==> config.mk <==
export PLATFORM = sky130hd
export DESIGN_NAME = cmd_mode_switch
export DESIGN_NICKNAME = d
export VERILOG_FILES = /design/src/rtl/cmd_mode_switch.sv
export SDC_FILE = /design/constraint.sdc
export NUM_CORES = 1
export LEC_CHECK = 0
export BUFFER_PORTS_ARGS = -buffer_cell sky130_fd_sc_hd__buf_2
export CORE_ASPECT_RATIO = 1.1
export CORE_MARGIN = 3
export CORE_UTILIZATION = 55
export CTS_CLUSTER_DIAMETER = 100
export DETAILED_ROUTE_END_ITERATION = 10
export GPL_ROUTABILITY_DRIVEN = 0
export HOLD_SLACK_MARGIN = 0.15
export PLACE_DENSITY = 0.75
export SETUP_SLACK_MARGIN = 0.15
export SLEW_MARGIN = 20
export SYNTH_ARGS = -nofsm -noshare
export SYNTH_HDL_FRONTEND = slang
export SYNTH_SLANG_ARGS = --single-unit
==> constraint.sdc <==
create_clock -name clk_24m -period 3.82 [get_ports clk_24m]
set_clock_uncertainty 0.1 [all_clocks]
set_input_delay 0.191 -clock clk_24m [delete_from_list [all_inputs] [get_ports clk_24m]]
set_output_delay 0.191 -clock clk_24m [all_outputs]
set_load 0.1 [all_outputs]
==> src/rtl/cmd_mode_switch.sv <==
// cmd_mode_switch: decodes 16-bit host commands into NUM_CH mode bits.
// A command is applied only after CONFIRM_CNT identical consecutive strobes,
// and each real mode change is followed by a HOLDOFF-cycle lockout window.
// Optional: define CMD_WDOG_EN to add an inactivity watchdog that clears all
// mode bits after TIMEOUT cycles without a valid-prefix strobe.
module cmd_mode_switch #(
    parameter int          NUM_CH      = 4,
    parameter int          CONFIRM_CNT = 2,
    parameter int          HOLDOFF     = 24000,
    parameter logic [7:0]  CMD_PREFIX  = 8'hC8,
    parameter logic [3:0]  CH_BASE     = 4'h9,
    parameter int          TIMEOUT     = 24000000
) (
    input  logic              clk_24m,
    input  logic              rst,
    input  logic [15:0]       cmd,
    input  logic              cmd_valid,
    output logic [NUM_CH-1:0] mode,
    output logic [NUM_CH-1:0] mode_chg,
    output logic              cmd_ack,
    output logic              cmd_err,
    output logic              busy
);

    typedef enum logic [1:0] {
        IDLE,
        COUNT,
        APPLY,
        LOCK
    } state_t;

    localparam int         LOCK_W      = (HOLDOFF > 1) ? $clog2(HOLDOFF) : 1;
    localparam logic [3:0] CONFIRM_TGT = 4'(CONFIRM_CNT);
    localparam logic [3:0] OP_SET      = 4'h1;
    localparam logic [3:0] OP_CLR      = 4'h4;
    localparam logic [3:0] OP_TGL      = 4'h7;
    localparam logic [3:0] OP_ALL      = 4'hF;

    state_t              state, state_nxt;
    logic [3:0]          confirm_cnt, confirm_cnt_nxt;
    logic [15:0]         held_cmd, held_cmd_nxt;
    logic [LOCK_W-1:0]   lock_cnt, lock_cnt_nxt;
    logic [NUM_CH-1:0]   mode_nxt, mode_chg_nxt, mode_new;
    logic                cmd_ack_nxt, cmd_err_nxt;

    logic [15:0]         cmd_q;
    logic                cmd_valid_q;
    logic                in_prefix_ok, in_legal, cmd_ok, cmd_bad;
    logic [NUM_CH-1:0]   in_mask, held_mask;
    logic                wd_fire;

    // One-hot channel select for a channel field; all zero when the field
    // falls below CH_BASE or beyond the last implemented channel.
    function automatic logic [NUM_CH-1:0] chan_mask(input logic [3:0] sel);
        logic [NUM_CH-1:0] m;
        logic [4:0]        off;
        m   = '0;
        off = {1'b0, sel} - {1'b0, CH_BASE};
        for (int i = 0; i < NUM_CH; i++) begin
            m[i] = !off[4] && (off == 5'(i));
        end
        return m;
    endfunction

    // Register the incoming strobe so decode works from a stable copy.
    always_ff @(posedge clk_24m) begin
        if (rst) begin
            cmd_q       <= '0;
            cmd_valid_q <= 1'b0;
        end else begin
            cmd_q       <= cmd;
            cmd_valid_q <= cmd_valid;
        end
    end

    assign in_prefix_ok = (cmd_q[15:8] == CMD_PREFIX);
    assign in_mask      = chan_mask(cmd_q[7:4]);
    assign held_mask    = chan_mask(held_cmd[7:4]);

    // Opcode legality: per-channel ops need an existing channel, clear-all
    // must address the base channel code.
    always_comb begin
        in_legal = 1'b0;
        case (cmd_q[3:0])
            OP_SET, OP_CLR, OP_TGL: in_legal = |in_mask;
            OP_ALL:                 in_legal = (cmd_q[7:4] == CH_BASE);
            default:                in_legal = 1'b0;
        endcase
    end

    assign cmd_ok  = cmd_valid_q && in_prefix_ok && in_legal;
    assign cmd_bad = cmd_valid_q && in_prefix_ok && !in_legal;

    // Mode vector that the held command would produce if applied now.
    always_comb begin
        mode_new = mode;
        case (held_cmd[3:0])
            OP_SET:  mode_new = mode | held_mask;
            OP_CLR:  mode_new = mode & ~held_mask;
            OP_TGL:  mode_new = mode ^ held_mask;
            OP_ALL:  mode_new = '0;
            default: mode_new = mode;
        endcase
    end

`ifdef CMD_WDOG_EN
    localparam logic [24:0] WD_LAST = 25'(TIMEOUT - 1);

    logic [24:0] wd_cnt;
    logic        wd_kick;

    assign wd_kick = cmd_valid_q && in_prefix_ok;
    assign wd_fire = !wd_kick && (wd_cnt == WD_LAST);

    // Inactivity counter, restarted by any strobe carrying the right prefix.
    always_ff @(posedge clk_24m) begin
        if (rst || wd_kick || wd_fire) begin
            wd_cnt <= '0;
        end else begin
            wd_cnt <= wd_cnt + 25'd1;
        end
    end
`else
    assign wd_fire = 1'b0;

    // TIMEOUT only matters with the watchdog built in; this empty block keeps
    // the parameter referenced so both builds share one parameter list.
    if (TIMEOUT < 1) begin : g_timeout_unused
    end
`endif

    // Next-state and next-output logic: confirmation, apply and lockout.
    always_comb begin
        state_nxt       = state;
        confirm_cnt_nxt = confirm_cnt;
        held_cmd_nxt    = held_cmd;
        lock_cnt_nxt    = lock_cnt;
        mode_nxt        = mode;
        mode_chg_nxt    = '0;
        cmd_ack_nxt     = 1'b0;
        cmd_err_nxt     = 1'b0;

        case (state)
            IDLE: begin
                if (cmd_ok) begin
                    held_cmd_nxt    = cmd_q;
                    confirm_cnt_nxt = 4'd1;
                    state_nxt       = (CONFIRM_CNT == 1) ? APPLY : COUNT;
                end else if (cmd_bad) begin
                    cmd_err_nxt     = 1'b1;
                    confirm_cnt_nxt = 4'd0;
                end
            end

            COUNT: begin
                if (cmd_valid_q) begin
                    if (cmd_ok && (cmd_q == held_cmd)) begin
                        confirm_cnt_nxt = confirm_cnt + 4'd1;
                        if ((confirm_cnt + 4'd1) == CONFIRM_TGT) begin
                            state_nxt = APPLY;
                        end
                    end else if (cmd_ok) begin
                        held_cmd_nxt    = cmd_q;
                        confirm_cnt_nxt = 4'd1;
                    end else begin
                        cmd_err_nxt     = cmd_bad;
                        confirm_cnt_nxt = 4'd0;
                        state_nxt       = IDLE;
                    end
                end
            end

            APPLY: begin
                mode_nxt        = mode_new;
                mode_chg_nxt    = mode ^ mode_new;
                cmd_ack_nxt     = 1'b1;
                confirm_cnt_nxt = 4'd0;
                if ((|(mode ^ mode_new)) && (HOLDOFF > 0)) begin
                    state_nxt    = LOCK;
                    lock_cnt_nxt = LOCK_W'(HOLDOFF - 1);
                end else begin
                    state_nxt    = IDLE;
                end
            end

            LOCK: begin
                if (lock_cnt == '0) begin
                    state_nxt = IDLE;
                end else begin
                    lock_cnt_nxt = lock_cnt - 1'b1;
                end
            end

            default: begin
                state_nxt = IDLE;
            end
        endcase

        if (wd_fire) begin
            state_nxt       = IDLE;
            confirm_cnt_nxt = 4'd0;
            lock_cnt_nxt    = '0;
            mode_nxt        = '0;
            mode_chg_nxt    = mode;
            cmd_ack_nxt     = 1'b0;
            cmd_err_nxt     = 1'b0;
        end
    end

    // State, counters, held command and registered outputs.
    always_ff @(posedge clk_24m) begin
        if (rst) begin
            state       <= IDLE;
            confirm_cnt <= 4'd0;
            held_cmd    <= '0;
            lock_cnt    <= '0;
            mode        <= '0;
            mode_chg    <= '0;
            cmd_ack     <= 1'b0;
            cmd_err     <= 1'b0;
        end else begin
            state       <= state_nxt;
            confirm_cnt <= confirm_cnt_nxt;
            held_cmd    <= held_cmd_nxt;
            lock_cnt    <= lock_cnt_nxt;
            mode        <= mode_nxt;
            mode_chg    <= mode_chg_nxt;
            cmd_ack     <= cmd_ack_nxt;
            cmd_err     <= cmd_err_nxt;
        end
    end

    assign busy = (state == LOCK);

endmodule

Word level (Yosys, flattened, before mapping)
Index checks and enable logic that the tools add are counted.
- logic and storage cells: 110
- input port bits: 19
- bits in writable memories: 0
- output and inout port bits: 11
- bits in read-only memories: 0
- flip-flop bits (word level): 64
- memories kept: 0
- bits in latches: 0
- eq/ne operators: 30
- magnitude comparators: 0
- divide/modulo/power cells: 0
- reduce and logical (&&, ||, !) cells: 30
- mux-type cells: 30
- add/sub/neg operators: 4
- bitwise gates (word level): 6
- multiply operators: 0
- shifts and indexed selects: 0
- operators by type and width (cell ; count):
    2-to-1 mux 16 bit ; 3
    case mux 16 bit (2 select lines) ; 1
    2-to-1 mux 15 bit ; 2
    case mux 15 bit (2 select lines) ; 1
    == test 5 x 2 -> 1 bit, second input constant ; 4
    == test 16 bit ; 1
    == test 4 x 3 -> 1 bit, second input constant ; 4
    2-to-1 mux 4 bit ; 4
    case mux 4 bit (4 select lines) ; 1
    logical NOT 15 bit ; 1
    subtractor 15 x 1 -> 15 bit, second input constant ; 1
    2-to-1 mux 2 bit ; 7
    == test 4 bit, second input constant ; 3
    logical AND 1 bit ; 12
    case mux 4 bit (3 select lines) ; 1
    == test 5 x 1 -> 1 bit, second input constant ; 2
    logical NOT 5 bit ; 2
    inequality test 2 bit, second input constant ; 5
    subtractor 4 x 4 -> 5 bit, second input constant ; 2
    inequality test 3 bit, second input constant ; 3
    AND reduction 3 bit ; 3
    == test 4 x 1 -> 1 bit, second input constant ; 2
    == test 8 bit, second input constant ; 1
    case mux 2 bit (4 select lines) ; 1
    20 further kinds ; 33

Longest topological paths before layout
Gate-level depths: netlist of run 1.
- depth in word-level cells: 11
- mapped depth: 12
- mapped depth without buffers: 10

Least setup slack after synthesis of run 1
No wires, ideal clock.
- path kind: register to register
- start: reg mode[0]
- end: reg lock_cnt[12]
- setup slack: 0.553 ns
- data arrival time: 3.045 ns
- data required time: 3.598 ns
- stages on the path, launching flop included: 11
- buffers on the path: 1
- clock period less this slack: 3.267 ns
- setup time: 0.122 ns
- path through: dfxtp_1 > inv_1 > ha_1 > nor4b_1 > o21ai_0 > a22o_1 > mux2_2 > o41ai_2 > buf_2 > o211ai_1 > o311a_1
- word-level cells in the longest chain between the ends: 6
- elaborated cells between the ends (all ways): 8
- those cells by class: eq/ne: 1; mux: 1; bitwise: 4; reduce/logical: 2
- RTL lines (what ; RTL line ; source):
    start: declaration ; 18 ; output logic [NUM_CH-1:0] mode,
    start signal: assignment ; 226 ; mode <= mode_nxt;
    bitwise XOR 4 bit, or another cell as far along ; 100 ; OP_TGL: mode_new = mode ^ held_mask;
    case mux 4 bit (4 select lines) ; 97 ; case (held_cmd[3:0])
    bitwise XOR 4 bit (*) ; 178 ; if ((|(mode ^ mode_new)) && (HOLDOFF > 0)) begin
    OR reduction 4 bit (*) ; 178 ;
    inequality test 2 bit (no source line) (*) ; -- ;
    AND reduction 3 bit (no source line) (*) ; -- ;
    end signal: assignment ; 225 ; lock_cnt <= lock_cnt_nxt;
    end: declaration ; 42 ; logic [LOCK_W-1:0] lock_cnt, lock_cnt_nxt;
Every way passes the cells marked *; elsewhere a longest branch is shown, timed or not.
A chain may end at the register's enable or synchronous reset.

Worst setup path in the final report of run 1
- start: reg held_cmd[7]
- end: reg lock_cnt[1]
- word-level cells in the longest chain between the ends: 10
- elaborated cells between the ends (all ways): 19
- those cells by class: add/sub: 1; eq/ne: 4; mux: 1; bitwise: 5; reduce/logical: 8
- RTL lines (what ; RTL line ; source):
    start: declaration ; 41 ; logic [15:0] held_cmd, held_cmd_nxt;
    start signal: assignment ; 224 ; held_cmd <= held_cmd_nxt;
    subtractor 4 x 4 -> 5 bit (*) ; 58 ; off = {1'b0, sel} - {1'b0, CH_BASE};
    == test 5 x 1 -> 1 bit, or another cell as far along ; 60 ; m[i] = !off[4] && (off == 5'(i));
    logical AND 1 bit ; 60 ;
    NOT 4 bit ; 99 ; OP_CLR: mode_new = mode & ~held_mask;
    bitwise AND 4 bit ; 99 ;
    case mux 4 bit (4 select lines) (*) ; 97 ;
    bitwise XOR 4 bit (*) ; 178 ;
    OR reduction 4 bit (*) ; 178 ;
    inequality test 2 bit (no source line) (*) ; -- ;
    AND reduction 3 bit (no source line) (*) ; -- ;
Marks and branches as above.

==> metrics.txt, run 1 <==
# TYPE chip_impl_metric gauge
chip_impl_metric{name="layout-drive-gt1-share",unit=""} 0.1523
chip_impl_metric{name="finalSetupViolations",unit=""} 0
chip_impl_metric{name="async_reset_ff_frac",unit=""} 0
chip_impl_metric{name="vias_per_cell",unit=""} 5.593
chip_impl_metric{name="floorplan.rows",unit=""} 28
chip_impl_metric{name="area_growth_syn_to_layout",unit="%"} 18.20
chip_impl_metric{name="synth.ff_latch_count",unit=""} 64
chip_impl_metric{name="hpwl",unit="um"} 4590
chip_impl_info{name="cp-end-kind",value="register"} 1
chip_impl_metric{name="clk_latency",unit="ps"} 340
chip_impl_metric{name="finalSetupTns",unit="ps"} 0
chip_impl_metric{name="slew-limit-headroom",unit=""} 0.5298
chip_impl_metric{name="cts_made_buffers",unit=""} 9
chip_impl_metric{name="first_global_vias",unit=""} 2598
chip_impl_metric{name="synth_cell_type_count",unit=""} 60
chip_impl_metric{name="drt_pass1_iterations",unit=""} 4
chip_impl_info{name="clock-root-buffer",value="sky130_fd_sc_hd__clkbuf_8"} 1
chip_impl_metric{name="initialDrtViolationCount",unit=""} 77
chip_impl_metric{name="ir_drop",unit="mV"} 0.3055
chip_impl_metric{name="timing.max_cap.violations",unit=""} 0
chip_impl_info{name="worstSetupStartpointType",value="register"} 1
chip_impl_metric{name="synthesis.nets",unit=""} 390
chip_impl_info{name="layout.cells.most_common_list",value="64 x sky130_fd_sc_hd__dfxtp_1, 39 x sky130_fd_sc_hd__nor2_1, 29 x sky130_fd_sc_hd__buf_2"} 1
chip_impl_metric{name="worstPathRequired",unit="ps"} 3960
chip_impl_metric{name="htreeDepth",unit=""} 3
chip_impl_metric{name="grt_antenna_before_repair",unit=""} 0
chip_impl_metric{name="cpPeakStageDelay",unit="ps"} 710
chip_impl_metric{name="clock.fmax",unit="MHz"} 317.2
chip_impl_metric{name="ff2ff_setup_slack",unit="ps"} 670
chip_impl_metric{name="routed_wirelength",unit="um"} 6681
chip_impl_metric{name="grt_remaining_overflow",unit=""} 0
chip_impl_metric{name="synth_area_per_cell",unit="um^2"} 9.096
chip_impl_metric{name="synth_instances",unit=""} 356
chip_impl_metric{name="port_buffers",unit=""} 29
chip_impl_metric{name="core",unit="mm^2"} 0.005535
chip_impl_metric{name="chipWidth",unit="um"} 79.16
chip_impl_metric{name="pin_count_of_the_biggest_net_entering_global_routing",unit=""} 35
chip_impl_info{name="most_common_cell_after_layout_fill_and_taps_aside",value="sky130_fd_sc_hd__dfxtp_1"} 1
chip_impl_info{name="crit_chain",value="nor2b_1 -> nand3b_1 -> ha_1 -> nor4b_1 -> o21ai_0 -> a22o_1 -> mux2i_1 -> and4_1 -> nor2_1 -> a311oi_1"} 1
chip_impl_metric{name="power.static_leakage",unit="nW"} 1.593
chip_impl_info{name="holdCritPathClass",value="in -> reg"} 1
chip_impl_metric{name="floorplan.initialDensity",unit=""} 0.5850
chip_impl_metric{name="crit_fanout",unit=""} 24
chip_impl_metric{name="final-hold-violation-count",unit=""} 0
chip_impl_info{name="cts_tree",value="yes"} 1
chip_impl_info{name="critical_path_class",value="reg -> reg"} 1
chip_impl_metric{name="slew_violations",unit=""} 0
chip_impl_metric{name="wire_per_inst",unit="um"} 13.86
chip_impl_metric{name="diodes_inserted",unit=""} 0
chip_impl_metric{name="ys_seq_area_frac",unit=""} 0.3957
chip_impl_metric{name="powerDensity",unit="mW/mm^2"} 369.1
chip_impl_metric{name="ioPinCount",unit=""} 30
chip_impl_metric{name="cts.reportedPaths.clkPinSlew",unit="ps"} 80
chip_impl_metric{name="timing.critical_path.arrival",unit="ps"} 3290
chip_impl_metric{name="fp.dieH",unit="um"} 86.48
chip_impl_metric{name="die_area",unit="mm^2"} 0.006845
chip_impl_metric{name="cts_buffer_depth",unit=""} 2
chip_impl_metric{name="fin_hold_ws",unit="ps"} 170.3
chip_impl_metric{name="synthesis.area",unit="mm^2"} 0.003238
chip_impl_metric{name="post-route-min-period",unit="ps"} 3153
chip_impl_metric{name="ys_warnings",unit=""} 0
chip_impl_metric{name="number_of_enable_flip_flop_cells_after_synthesis",unit=""} 0
chip_impl_metric{name="finish.net_count",unit=""} 436
chip_impl_info{name="synthFlopType",value="sky130_fd_sc_hd__dfxtp_1"} 1
chip_impl_metric{name="worst_pin_slew",unit="ps"} 705.4
chip_impl_metric{name="postCtsSetupBuffers",unit=""} 0
chip_impl_metric{name="track_usage",unit=""} 0.2159
chip_impl_metric{name="num_vias",unit=""} 2696
chip_impl_info{name="rsz0062_at_grt",value="false"} 1
chip_impl_metric{name="final.fill_count",unit=""} 451
chip_impl_info{name="crit_slowest_cell",value="sky130_fd_sc_hd__and4_1"} 1
chip_impl_metric{name="ant_nets",unit=""} 0
chip_impl_info{name="outcome",value="completed"} 1
chip_impl_metric{name="drt_drc_violations_left",unit=""} 0
chip_impl_metric{name="grt_pass1_wl",unit="um"} 11760
chip_impl_metric{name="clkSinkCount",unit=""} 64
chip_impl_metric{name="final.period_utilization",unit=""} 0.8253
==> cells by family after synthesis <==
family | count (synthesis) | share of synthesized area
DFF | 64 | 0.3957
xor gates and xnor gates | 18 | 0.04869
AOI/OAI and AO/OA | 64 | 0.1495
muxes | 14 | 0.04444
adders and majority gates | 15 | 0.05796
and+or+nand+nor | 146 | 0.2562
buffers and inverters | 35 | 0.04753
==> worst paths after layout <==
| path | depth (start not counted) | end | from |
|---|---|---|---|
| setup reg to reg | 10 | lock_cnt[1] | held_cmd[7] |
| hold reg to reg | 2 | lock_cnt[14] | lock_cnt[14] |
| setup / recovery | 10 | lock_cnt[1] | held_cmd[7] |
| hold / removal | 2 | lock_cnt[14] | rst |
==> critical path, delay by kind of cell, from the launching register on <==
kind	cells	cell delay, ps
adders and majority gates	1	200
and+or+nand+nor	5	1370
DFF	1	380
muxes	1	320
AOI/OAI and AO/OA	3	670
==> report_power, final <==
group | switching (W) | total [W] | internal (W)
Combinational | 0.0000338 | 0.0000698 | 0.0000361
Sequential | 0.00000991 | 0.000687 | 0.000677
Clock | 0.000280 | 0.000655 | 0.000375
==> Yosys cell counts (3+ instances only) <==
| library cell | number | area [um^2] |
|---|---|---|
| sky130_fd_sc_hd__or4_1 | 8 | 60.06 |
| sky130_fd_sc_hd__a22o_1 | 3 | 26.28 |
| sky130_fd_sc_hd__nor3_1 | 4 | 20.02 |
| sky130_fd_sc_hd__or3_1 | 7 | 43.79 |
| sky130_fd_sc_hd__nor2b_1 | 21 | 131.4 |
| sky130_fd_sc_hd__xor2_1 | 17 | 148.9 |
| sky130_fd_sc_hd__a211oi_1 | 5 | 37.54 |
| sky130_fd_sc_hd__nand2_1 | 14 | 52.55 |
| sky130_fd_sc_hd__nand4_1 | 5 | 31.28 |
| sky130_fd_sc_hd__mux2i_1 | 11 | 110.1 |
| sky130_fd_sc_hd__nor4_1 | 8 | 50.05 |
| sky130_fd_sc_hd__inv_1 | 21 | 78.83 |
| sky130_fd_sc_hd__o211ai_1 | 4 | 30.03 |
| sky130_fd_sc_hd__a31oi_1 | 8 | 50.05 |
| sky130_fd_sc_hd__nor2_1 | 39 | 146.4 |
| sky130_fd_sc_hd__clkbuf_1 | 6 | 22.52 |
| sky130_fd_sc_hd__nand3_1 | 10 | 50.05 |
| sky130_fd_sc_hd__mux2_2 | 3 | 33.78 |
| sky130_fd_sc_hd__o21ai_1 | 3 | 15.01 |
| sky130_fd_sc_hd__and2_1 | 8 | 50.05 |
| sky130_fd_sc_hd__o31ai_1 | 8 | 60.06 |
| sky130_fd_sc_hd__dfxtp_1 | 64 | 1281 |
| sky130_fd_sc_hd__a21oi_1 | 9 | 45.04 |
| sky130_fd_sc_hd__nor3b_1 | 4 | 30.03 |
| sky130_fd_sc_hd__ha_1 | 15 | 187.7 |
| sky130_fd_sc_hd__o21ai_0 | 4 | 20.02 |
| sky130_fd_sc_hd__nand2b_1 | 4 | 25.02 |
| sky130_fd_sc_hd__buf_2 | 6 | 30.03 |
==> state kept, by name (all words and copies together) (netlist names) <==
signal and cells:
cmd_ack 1, cmd_err 1, cmd_q 16, cmd_valid_q 1
confirm_cnt 4, held_cmd 16, lock_cnt 15, mode 4
mode_chg 4, state 2
==> what timing repair did <==
item                                    CTS  global route
gates resized for setup                   0             0
endpoints found under the setup margin    0             0
endpoints found under the hold margin    17             0
hold buffers                             17             0
==> cell type report <==
cell class / instances / area (um^2) / share of cell area
Clock buffer: 9 / 123.9 / 0.03236
Clock inverter: 7 / 102.6 / 0.02681
Inverter: 21 / 78.83 / 0.02059
Multi-Input combinational cell: 257 / 1809 / 0.4727
Sequential cell: 64 / 1281 / 0.3348
Tap cell: 75 / 93.84 / 0.02452
Timing Repair Buffer: 49 / 337.8 / 0.08826
==> metrics by stage <==
stage | std cells | setup slack (ps) | instance area, um^2 | total power (W) | util
floorplan | 356 | 553.2 | 3238 | 0.0007388 | -
global placement | 449 | 777.8 | 3431 | 0.0007569 | 0.6198
detailed placement | 449 | 713.7 | 3431 | 0.0007586 | 0.6198
CTS | 482 | 633.8 | 3827 | 0.001426 | 0.6915
global route | 482 | 344.0 | 3827 | 0.001472 | 0.6915
finish | 482 | 667.2 | 3827 | 0.001413 | 0.6915
==> layer usage <==
layer	track usage	share of wire
met1	0.2379	0.43
met3	0.05509	0.037
met5	0	0
met4	0.08125	0.017
met2	0.3959	0.52
Note: power is estimated with default switching activity, not from simulation.
==> run 2, diff against run 1 <==
--- a/config.mk
+++ b/config.mk
@@ -5,15 +5,16 @@
 export SDC_FILE = /design/constraint.sdc
 export NUM_CORES = 1
 export LEC_CHECK = 0
+export ABC_AREA = 1
 export BUFFER_PORTS_ARGS = -buffer_cell sky130_fd_sc_hd__buf_2
 export CORE_ASPECT_RATIO = 1.1
 export CORE_MARGIN = 3
-export CORE_UTILIZATION = 55
+export CORE_UTILIZATION = 54
 export CTS_CLUSTER_DIAMETER = 100
 export DETAILED_ROUTE_END_ITERATION = 10
 export GPL_ROUTABILITY_DRIVEN = 0
 export HOLD_SLACK_MARGIN = 0.15
-export PLACE_DENSITY = 0.75
+export PLACE_DENSITY = 0.76
 export SETUP_SLACK_MARGIN = 0.15
 export SLEW_MARGIN = 20
 export SYNTH_ARGS = -nofsm -noshare
==> constraint.sdc (replaced) <==
create_clock -name clk_24m -period 2.9 [get_ports clk_24m]
set_clock_uncertainty 0.1 [all_clocks]
set_input_delay 0.145 -clock clk_24m [delete_from_list [all_inputs] [get_ports clk_24m]]
set_output_delay 0.145 -clock clk_24m [all_outputs]
set_load 0.1 [all_outputs]
==> metrics.txt, run 2 <==
# TYPE chip_impl_metric gauge
chip_impl_metric{name="pin_count_of_the_biggest_net_entering_global_routing",unit=""} 38
chip_impl_metric{name="async_reset_ff_frac",unit=""} 0
chip_impl_metric{name="area_growth_syn_to_layout",unit="%"} 15.49
chip_impl_metric{name="multiInputGateArea",unit="mm^2"} 0.001914
chip_impl_info{name="synth_common_cells",value="70 x sky130_fd_sc_hd__nor2_1, 64 x sky130_fd_sc_hd__dfxtp_1, 64 x sky130_fd_sc_hd__inv_1, 62 x sky130_fd_sc_hd__nand3_1, 61 x sky130_fd_sc_hd__nand2_1"} 1
chip_impl_metric{name="power.static_leakage",unit="nW"} 1.921
chip_impl_metric{name="number_of_enable_flip_flop_cells_after_synthesis",unit=""} 0
chip_impl_metric{name="num_vias",unit=""} 3204
chip_impl_metric{name="ys_warnings",unit=""} 0
chip_impl_metric{name="drt_drc_violations_left",unit=""} 0
chip_impl_metric{name="vias_per_cell",unit=""} 5.151
chip_impl_info{name="layout.cells.most_common_list",value="70 x sky130_fd_sc_hd__nor2_1, 64 x sky130_fd_sc_hd__inv_1, 64 x sky130_fd_sc_hd__dfxtp_1"} 1
chip_impl_metric{name="powerDensity",unit="mW/mm^2"} 440.1
chip_impl_metric{name="clkSinkCount",unit=""} 64
chip_impl_info{name="cp-end-kind",value="register"} 1
chip_impl_metric{name="final-seq-area",unit="mm^2"} 0.001281
chip_impl_metric{name="clock.fmax",unit="MHz"} 423.1
chip_impl_metric{name="fin_hold_ws",unit="ps"} 253.8
chip_impl_metric{name="fp.dieH",unit="um"} 90.99
chip_impl_metric{name="timing.critical_path.arrival",unit="ps"} 2490
chip_impl_metric{name="cts.reportedPaths.clkPinSlew",unit="ps"} 80
chip_impl_metric{name="whs_path_depth",unit=""} 3
chip_impl_metric{name="final.period_utilization",unit=""} 0.8149
chip_impl_metric{name="synth_cell_type_count",unit=""} 31
chip_impl_metric{name="die_area",unit="mm^2"} 0.007576
chip_impl_metric{name="synth.ff_latch_count",unit=""} 64
chip_impl_info{name="holdCritPathClass",value="in -> reg"} 1
chip_impl_info{name="synth_area_leader_cell",value="sky130_fd_sc_hd__dfxtp_1"} 1
chip_impl_metric{name="hpwl",unit="um"} 5058
chip_impl_metric{name="final-hold-violation-count",unit=""} 0
chip_impl_metric{name="finalSetupTns",unit="ps"} 0
chip_impl_metric{name="grt_remaining_overflow",unit=""} 0
chip_impl_info{name="biggestRegsByFlops",value="cmd_q x16, held_cmd x16, lock_cnt x15"} 1
chip_impl_info{name="yosys-top-cells-area",value="sky130_fd_sc_hd__dfxtp_1 36%, sky130_fd_sc_hd__nand3_1 8.8%, sky130_fd_sc_hd__nor2_1 7.4%"} 1
chip_impl_metric{name="ioPinCount",unit=""} 30
chip_impl_metric{name="drt_pass1_iterations",unit=""} 4
chip_impl_metric{name="floorplan.rows",unit=""} 30
chip_impl_metric{name="ir_drop",unit="mV"} 0.3946
chip_impl_metric{name="ant_nets",unit=""} 0
chip_impl_metric{name="layout-drive-gt1-share",unit=""} 0.1790
chip_impl_metric{name="r2r_cells",unit=""} 13
chip_impl_info{name="clock-root-buffer",value="sky130_fd_sc_hd__clkbuf_8"} 1
chip_impl_metric{name="initialDrtViolationCount",unit=""} 135
chip_impl_metric{name="synth_instances",unit=""} 491
chip_impl_metric{name="grt_pass1_wl",unit="um"} 13060
chip_impl_metric{name="portion_of_synthesized_cell_area_occupied_by_the_leading_cell_type",unit=""} 0.3613
chip_impl_metric{name="floorplan.initialDensity",unit=""} 0.5657
chip_impl_metric{name="diodes_inserted",unit=""} 0
chip_impl_info{name="critical_path_class",value="reg -> reg"} 1
chip_impl_metric{name="ff2ff_setup_slack",unit="ps"} 540
chip_impl_metric{name="postCtsSetupBuffers",unit=""} 0
chip_impl_metric{name="final.fill_count",unit=""} 531
chip_impl_info{name="yosys.cell_count.top_type",value="sky130_fd_sc_hd__nor2_1"} 1
chip_impl_metric{name="ys_seq_area_frac",unit=""} 0.3613
chip_impl_info{name="worstSetupStartpointType",value="register"} 1
chip_impl_metric{name="finish.net_count",unit=""} 572
chip_impl_metric{name="port_buffers",unit=""} 29
chip_impl_metric{name="core",unit="mm^2"} 0.006269
chip_impl_info{name="cts_tree",value="yes"} 1
chip_impl_metric{name="routed_wirelength",unit="um"} 7483
chip_impl_info{name="outcome",value="completed"} 1
chip_impl_metric{name="timing.max_cap.violations",unit=""} 0
chip_impl_metric{name="clk_latency",unit="ps"} 340
chip_impl_metric{name="synth_area_per_cell",unit="um^2"} 7.222
chip_impl_metric{name="track_usage",unit=""} 0.2074
chip_impl_metric{name="synthesis.area",unit="mm^2"} 0.003546
chip_impl_info{name="most_common_cell_after_layout_fill_and_taps_aside",value="sky130_fd_sc_hd__nor2_1"} 1
chip_impl_metric{name="cts_buffer_depth",unit=""} 2
chip_impl_metric{name="chipWidth",unit="um"} 83.26
chip_impl_metric{name="cts_made_buffers",unit=""} 9
chip_impl_metric{name="first_global_vias",unit=""} 3107
chip_impl_metric{name="slew_violations",unit=""} 0
chip_impl_metric{name="grt_antenna_before_repair",unit=""} 0
chip_impl_metric{name="htreeDepth",unit=""} 3
chip_impl_metric{name="worstPathRequired",unit="ps"} 3030
chip_impl_metric{name="finalSetupViolations",unit=""} 0
chip_impl_metric{name="wire_per_inst",unit="um"} 12.03
chip_impl_info{name="synthFlopType",value="sky130_fd_sc_hd__dfxtp_1"} 1
chip_impl_metric{name="synthesis.nets",unit=""} 525
chip_impl_metric{name="count_of_instances_resized_after_the_clock_tree_is_built",unit=""} 0
chip_impl_metric{name="post-route-min-period",unit="ps"} 2363
chip_impl_metric{name="worst_pin_slew",unit="ps"} 808.4
chip_impl_metric{name="crit_fanout",unit=""} 16
chip_impl_metric{name="slew-limit-headroom",unit=""} 0.4578
chip_impl_info{name="rsz0062_at_grt",value="false"} 1
## run 2: cell count changes after synthesis, moves of 18 or more
cell / before / now
sky130_fd_sc_hd__nand3_1: 10 / 62
sky130_fd_sc_hd__nand2_1: 14 / 61
sky130_fd_sc_hd__inv_1: 21 / 64
sky130_fd_sc_hd__nor2b_1: 21 / 0
sky130_fd_sc_hd__o21ai_0: 4 / 22
sky130_fd_sc_hd__nor2_1: 39 / 70
## run 2: final timing paths
check | startpoint | endpoint
worst min-delay path | rst | lock_cnt[7]
worst min register to register | held_cmd[8] | held_cmd[8]
worst max-delay path | held_cmd[7] | lock_cnt[1]
worst max register to register | held_cmd[7] | lock_cnt[1]
## run 2: metal layers
metal,vias to the layer above,global-route usage,share of wire
met5,-,0,0
met4,0,0.09128,0.018
met3,14,0.03993,0.039
met2,67,0.3803,0.51
met1,1459,0.2303,0.44
li1,1664,-,-
## run 2: worst max-delay path, cell delays in order (launching register included)
cell and delay (ps):
sky130_fd_sc_hd__dfxtp_1 430, sky130_fd_sc_hd__nand4_1 160, sky130_fd_sc_hd__ha_1 310, sky130_fd_sc_hd__nand3_1 110, sky130_fd_sc_hd__clkinv_1 70, sky130_fd_sc_hd__nor2_1 60, sky130_fd_sc_hd__nand3_2 60, sky130_fd_sc_hd__nand2_1 90
sky130_fd_sc_hd__nor2_4 140, sky130_fd_sc_hd__nand3_4 210, sky130_fd_sc_hd__nand2_4 280, sky130_fd_sc_hd__inv_1 90, sky130_fd_sc_hd__nor2_1 90, sky130_fd_sc_hd__nor2_1 50
## run 2: stage by stage
step	total power, W	utilization	setup WS, ps	area [um^2]	std cells
2_1_floorplan	0.001006	-	202.4	3546	491
3_3_place_gp	0.001034	0.5950	649.2	3730	590
3_5_place_dp	0.001038	0.5950	569.1	3730	590
4_1_cts	0.001811	0.6533	543.4	4095	622
5_1_grt	0.001869	0.6533	297.8	4095	622
6_report	0.001802	0.6533	536.7	4095	622
## run 2: where the power goes
part | internal [W] | total, W | switching, W
sequential | 0.000899 | 0.000917 | 0.0000178
clock | 0.000414 | 0.000765 | 0.000351
combinational | 0.0000568 | 0.000120 | 0.0000636
total | 0.00137 | 0.00180 | 0.000433
## run 2: final cells by class
| cell class | count | share of cell area |
|---|---|---|
| Sequential cell | 64 | 0.3129 |
| Multi-Input combinational cell | 343 | 0.4675 |
| Clock inverter | 5 | 0.01405 |
| Tap cell | 80 | 0.02444 |
| Inverter | 71 | 0.06508 |
| Clock buffer | 10 | 0.03361 |
| Timing Repair Buffer | 49 | 0.08249 |
## run 2: what timing repair did
action                     CTS  global route
hold buffers                17             0
hold endpoints to repair    17             0
setup endpoints to repair    0             0
## run 2: kinds of logic (layout without fill, tap and decap cells)
logic type | after synthesis | count (layout) | synth area share
simple gates | 247 | 247 | 0.3380
fa+ha+maj | 15 | 15 | 0.05293
buf+inv | 84 | 135 | 0.09880
xor+xnor | 20 | 20 | 0.04940
flops | 64 | 64 | 0.3613
compound gates | 61 | 61 | 0.09951
